==> src/rtl/isa_pkg.sv <==
// Shared ISA definitions: opcodes, field positions and field widths.
// Used by both the instruction decoder and the program-load encoder.
package isa_pkg;

    localparam logic [4:0] OP_RTYPE = 5'b00000;
    localparam logic [4:0] OP_J     = 5'b00001;
    localparam logic [4:0] OP_BNE   = 5'b00010;
    localparam logic [4:0] OP_JAL   = 5'b00011;
    localparam logic [4:0] OP_JR    = 5'b00100;
    localparam logic [4:0] OP_ADDI  = 5'b00101;
    localparam logic [4:0] OP_BLT   = 5'b00110;
    localparam logic [4:0] OP_SW    = 5'b00111;
    localparam logic [4:0] OP_LW    = 5'b01000;
    localparam logic [4:0] OP_SETX  = 5'b10101;
    localparam logic [4:0] OP_BEX   = 5'b10110;

    localparam int FIELD_W   = 5;
    localparam int OP_LSB    = 27;
    localparam int RD_LSB    = 22;
    localparam int RS_LSB    = 17;
    localparam int RT_LSB    = 12;
    localparam int SHAMT_LSB = 7;
    localparam int ALU_LSB   = 2;

    localparam int IMM_W = 17;
    localparam int TGT_W = 27;

endpackage

==> src/rtl/instr_pack.sv <==
// Combinational field-to-word packer with immediate/target range check.
// Out-of-range bundles pack to an all-zero word (nop).
module instr_pack
    import isa_pkg::*;
(
    input  logic [4:0]  op,
    input  logic [4:0]  rd,
    input  logic [4:0]  rs,
    input  logic [4:0]  rt,
    input  logic [4:0]  shamt,
    input  logic [4:0]  alu_op,
    input  logic [31:0] imm,
    input  logic [31:0] target,
    output logic [31:0] word,
    output logic        range_err
);

    logic is_i;
    logic is_s;
    logic is_b;
    logic is_jr;
    logic is_j;
    logic imm_bad;
    logic tgt_bad;

    assign is_i  = (op == OP_ADDI) || (op == OP_LW);
    assign is_s  = (op == OP_SW);
    assign is_b  = (op == OP_BNE) || (op == OP_BLT);
    assign is_jr = (op == OP_JR);
    assign is_j  = (op == OP_J) || (op == OP_JAL) ||
                   (op == OP_BEX) || (op == OP_SETX);

    // imm must be the sign extension of its low IMM_W bits
    assign imm_bad = imm[31:IMM_W-1] != {(33-IMM_W){imm[IMM_W-1]}};
    assign tgt_bad = |target[31:TGT_W];

    // pack fields by format; unknown opcodes fall back to R-type
    always_comb begin
        word      = '0;
        range_err = 1'b0;
        word[OP_LSB +: FIELD_W] = op;
        unique case (1'b1)
            is_i: begin
                word[RD_LSB +: FIELD_W] = rd;
                word[RS_LSB +: FIELD_W] = rs;
                word[IMM_W-1:0]         = imm[IMM_W-1:0];
                range_err               = imm_bad;
            end
            is_s: begin
                word[RD_LSB +: FIELD_W] = rt;
                word[RS_LSB +: FIELD_W] = rs;
                word[IMM_W-1:0]         = imm[IMM_W-1:0];
                range_err               = imm_bad;
            end
            is_b: begin
                word[RD_LSB +: FIELD_W] = rs;
                word[RS_LSB +: FIELD_W] = rt;
                word[IMM_W-1:0]         = imm[IMM_W-1:0];
                range_err               = imm_bad;
            end
            is_jr: begin
                word[RD_LSB +: FIELD_W] = rs;
            end
            is_j: begin
                word[TGT_W-1:0] = target[TGT_W-1:0];
                range_err       = tgt_bad;
            end
            default: begin
                word[RD_LSB +: FIELD_W]    = rd;
                word[RS_LSB +: FIELD_W]    = rs;
                word[RT_LSB +: FIELD_W]    = rt;
                word[SHAMT_LSB +: FIELD_W] = shamt;
                word[ALU_LSB +: FIELD_W]   = alu_op;
            end
        endcase
        if (range_err) begin
            word = '0;
        end
    end

endmodule

==> src/rtl/instr_encoder_loader.sv <==
// Program loader: accepts field bundles, encodes them and writes
// sequential IMEM words one cycle after each handshake.
module instr_encoder_loader
    import isa_pkg::*;
#(
    parameter int ADDR_W = 12,
    parameter int DEPTH  = 4096
) (
    input  logic              clock,
    input  logic              reset,
    input  logic              start,
    input  logic [ADDR_W-1:0] base_addr,
    input  logic              in_valid,
    output logic              in_ready,
    input  logic              in_last,
    input  logic [4:0]        op,
    input  logic [4:0]        rd,
    input  logic [4:0]        rs,
    input  logic [4:0]        rt,
    input  logic [4:0]        shamt,
    input  logic [4:0]        alu_op,
    input  logic [31:0]       imm,
    input  logic [31:0]       target,
    output logic              imem_we,
    output logic [ADDR_W-1:0] imem_addr,
    output logic [31:0]       imem_data,
    output logic              busy,
    output logic              done,
    output logic              err,
    output logic [ADDR_W:0]   instr_count
);

    localparam int CW = ADDR_W + 2;

    typedef enum logic [1:0] {
        ST_IDLE,
        ST_RUN,
        ST_DRAIN,
        ST_DONE
    } load_state_t;

    load_state_t       state;
    logic [ADDR_W-1:0] nxt_addr;
    logic [CW-1:0]     issued;
    logic              hs;
    logic              fill;
    logic [31:0]       pk_word;
    logic              pk_err;

    instr_pack u_pack (
        .op       (op),
        .rd       (rd),
        .rs       (rs),
        .rt       (rt),
        .shamt    (shamt),
        .alu_op   (alu_op),
        .imm      (imm),
        .target   (target),
        .word     (pk_word),
        .range_err(pk_err)
    );

    // words written plus the one in flight in the output register
    assign issued   = CW'(instr_count) + CW'(imem_we);
    assign in_ready = (state == ST_RUN) && (issued < CW'(DEPTH));
    assign hs       = in_valid && in_ready;
    assign fill     = (issued + CW'(1)) == CW'(DEPTH);

    // load FSM, address counter and registered IMEM write port
    always_ff @(posedge clock or posedge reset) begin
        if (reset) begin
            state       <= ST_IDLE;
            nxt_addr    <= '0;
            imem_we     <= 1'b0;
            imem_addr   <= '0;
            imem_data   <= '0;
            busy        <= 1'b0;
            done        <= 1'b0;
            err         <= 1'b0;
            instr_count <= '0;
        end else begin
            imem_we <= hs;
            if (hs) begin
                imem_addr <= nxt_addr;
                imem_data <= pk_word;
                nxt_addr  <= nxt_addr + 1'b1;
                if (pk_err) begin
                    err <= 1'b1;
                end
            end
            if (imem_we) begin
                instr_count <= instr_count + 1'b1;
            end
            unique case (state)
                ST_IDLE, ST_DONE: begin
                    if (start) begin
                        state       <= ST_RUN;
                        nxt_addr    <= base_addr;
                        instr_count <= '0;
                        err         <= 1'b0;
                        done        <= 1'b0;
                        busy        <= 1'b1;
                    end
                end
                ST_RUN: begin
                    if (hs && (in_last || fill)) begin
                        state <= ST_DRAIN;
                    end
                end
                ST_DRAIN: begin
                    state <= ST_DONE;
                    busy  <= 1'b0;
                    done  <= 1'b1;
                end
            endcase
        end
    end

endmodule

==> config.mk <==
export PLATFORM = sky130hd
export DESIGN_NAME = instr_encoder_loader
export DESIGN_NICKNAME = d
export VERILOG_FILES = /design/src/rtl/isa_pkg.sv /design/src/rtl/instr_pack.sv /design/src/rtl/instr_encoder_loader.sv
export SDC_FILE = /design/constraint.sdc
export NUM_CORES = 1
export LEC_CHECK = 0
export CAP_MARGIN = 20
export CORE_MARGIN = 10
export CORE_UTILIZATION = 48
export DETAILED_ROUTE_END_ITERATION = 8
export PLACE_DENSITY = 0.95
export SYNTH_ARGS = -nofsm -noshare
export SYNTH_HDL_FRONTEND = slang
export SYNTH_HIERARCHICAL = 1
export SYNTH_SLANG_ARGS = --single-unit
==> constraint.sdc <==
create_clock -name clock -period 7.5 [get_ports clock]
set_input_delay 1.5 -clock clock [delete_from_list [all_inputs] [get_ports clock]]
set_output_delay 1.5 -clock clock [all_outputs]
set_load 0.02 [all_outputs]
==> impl_results.md <==
- Largest net degree at the start of global routing: 76
- Period Utilization, post-route: a little over half
- Placed wire-length estimate: ~11000 um
- Die Wd: 115.7 um
- Hold violation total from the final report: 0
- Antenna violations before repair: 0
- Count of final setup violators: 0
- Final critical path time including I/O delays and setup: ~4 ns
- Final antenna-violating net count: 0
- Mapped Cells: ~520
- Type of destination of the critical path: output port
- Vertical die dimension: roughly 120 um
- Global-route wire length before repair: 22780 um
- Worst vdd rail ir drop: 245.4 uV
- Total vias in the final route: 4457
- Root Driver: clkbuf_8
- CTS tree: yes
- Port Buffers: 172
- Final RePlAce weighted congestion: 0.8766
- Fraction of synthesis flops using an asynchronous set or reset pin: 100.0%
- Arrival time worst endpoint: 2.51 ns
- # Max-Cap Violations: 0
- Max transition margin: 31.54%
- Number of nets at the end of the flow: 796
- Share of layout cells above drive strength 1: under 10%
- Ports: 173
- Maximum fanout along the worst path: 6
- Maximum root-to-sink buffer count: 2
- Critical path startpoint category: flip-flop
- Synthesis-to-finish area growth: 43.87%
- Total detailed-routing wirelength: 14560 um
- Required time of the critical path: roughly 6.0 ns
- LEAKAGE: approximately 0.0027 uW
- Row count: 34
- Yosys warning total: 6
- Clock-pin slew of the registers on the worst-case setup and hold paths: around 0.080 ns
- Vias in the first global route: around 4500
- Share of the synthesized netlist area taken by xor and xnor gates: 4.180%
- Remaining global-route overflow: 0
- Num Clock Sinks: 75
- Count of inserted antenna diode cells: 0
- Type of the worst min-delay path: reg -> reg
- Synthesized-area fraction occupied by adder cells: 1.990%
- Category of the most critical setup path: reg -> out
- Maximum clock skew at final layout: 0.01818 ns
- Power density over the cells: slightly below 300 mW/mm2
- Buffer count from post-CTS setup fixing: 0
- Number of buffers created by CTS: 9
- Combinational family with the most area after synthesis: simple AND/OR/NAND/NOR gates
- Detailed-route wire length per cell: ~18 um
- Utilization after layout: a little under three quarters
- Worst Hold Slack: 0.4717 ns
- Actual transition at the worst max-transition pin: 1.027 ns
- Starting density of the core: 49.97%
- Post-synth EDFFs: 0
- Mapped Area: 0.004400 mm2
- Count of unresolved DRC violations after routing: 0
- Area of the die: around 0.013 mm2
- Avg Vias per Cell: approximately 5.6
- Latest clock arrival within the worst-skew pair: 0.35 ns
- Post-cts hold buffer count: 0
- Most common library cell in the layout ignoring fill and taps: clkdlybuf4s50_1
- Share of the yosys chip area belonging to registers: between 40% and 50%
- Iteration count of the initial detailed-routing pass: 6
- GRT Overall Usage: between 20% and 30%
- Synth Net Count: approximately 640
- Clock H-tree levels: 3
- Post-CTS Resized: 0
- Final count of pins violating max slew: 0
- Outcome: finished, final reports clean
- Mux cell area share after synthesis: 1.223%
- Post-synthesis simple-gate area fraction: 32.95%
- Primary flip-flop cell chosen by synthesis mapping: dfrtp_1
- Compound-cell area share of the yosys netlist: between 10% and 20%
- Timing-limited maximum frequency: 249.2 MHz
- Commonest cells after routing, fill and taps aside: clkdlybuf4s50_1, nand2_1, dfrtp_1
- Sum Neg Setup Slack: 0 ns
- Avg Cell Area, Syn: 8.495 um2
- Count of unique library cells instantiated by Yosys: 56
- RSZ-0062 raised after global routing: false
- Floorplan core area: 0.008806 mm2
- Number of synthesized register bits: 75
- Drt initial violations: 404
layer usage:
layer	vias to the layer above	GRT usage, %	share of wire [%]
li1	2113	-	-
met1	2148	24.81	41
met2	169	36.54	50
met3	27	5.788	7.2
met4	0	6.922	2.2
met5	-	0	0
critical path: stages, from the launching register on:
cell and delay (ns):
dfrtp_1 0.48, ha_1 0.23, ha_1 0.24, nand3_2 0.15
nor3_4 0.26, a21oi_1 0.11, nor2_1 0.10, clkdlybuf4s50_1 0.61
where the power goes:
group	internal (uW)	switching (uW)	leakage, uW
sequential	557	120	0.000960
combinational	389	488	0.00167
clock	157	160	0.000102
total	1100	768	0.00273
path summary, 6_finish.rpt:
check	from	to	slack (ns)	cells after the start
worst max-delay path	imem_we	in_ready	3.49	7
min in group asynchronous	reset	instr_count[5]	1.76	3
worst max register to register	imem_we	nxt_addr[6]	4.41	10
worst min register to register	imem_data[24]	imem_data[24]	0.47	2
worst min-delay path	imem_data[24]	imem_data[24]	0.47	2
max in group asynchronous	reset	imem_data[0]	5.14	3
cell type report:
cell class                      count  area (um2)
Sequential cell                    75        1877
Clock buffer                        9       123.9
Clock inverter                      7       76.32
Tap cell                          108       135.1
Multi-Input combinational cell    407        2328
Inverter                            9       38.79
Fill cell                         689        2475
Timing Repair Buffer              176        1752
stage by stage:
stage,cell area [um2],total power (uW),std cells,worst slack (ns)
after global placement,6131,1526,775,3.428
after detailed placement,6131,1565,775,3.288
after global routing,6331,1997,791,3.252
after CTS,6331,1886,791,3.467
final,6331,1871,791,3.487
after floorplan,4400,1156,518,4.090
cells in the mapped netlist (8+ instances only):
library cell	instances	area share, %
nor3_2	10	2.3
xor2_1	11	2.2
dfrtp_1	75	43
o21ai_0	8	0.91
nor2_1	49	4.2
and2_1	8	1.1
nand4_1	10	1.4
nor3_1	15	1.7
a221oi_1	21	4.2
buf_2	13	1.5
xnor2_1	10	2.0
nand2_1	156	13
a21oi_1	18	2.0
cell families after synthesis:
group	Yosys count
xor+xnor	21
buf+inv	36
simple gates	299
flops	75
fa+ha+maj	7
mux	4
compound gates	76
sequential cells by signal, summed over array words and instances (netlist names):
signal       cells
imem_addr       12
busy             1
done             1
instr_count     13
imem_data       32
nxt_addr        12
err              1
state            2
imem_we          1
No activity file was read; power rests on OpenSTA's default activity.
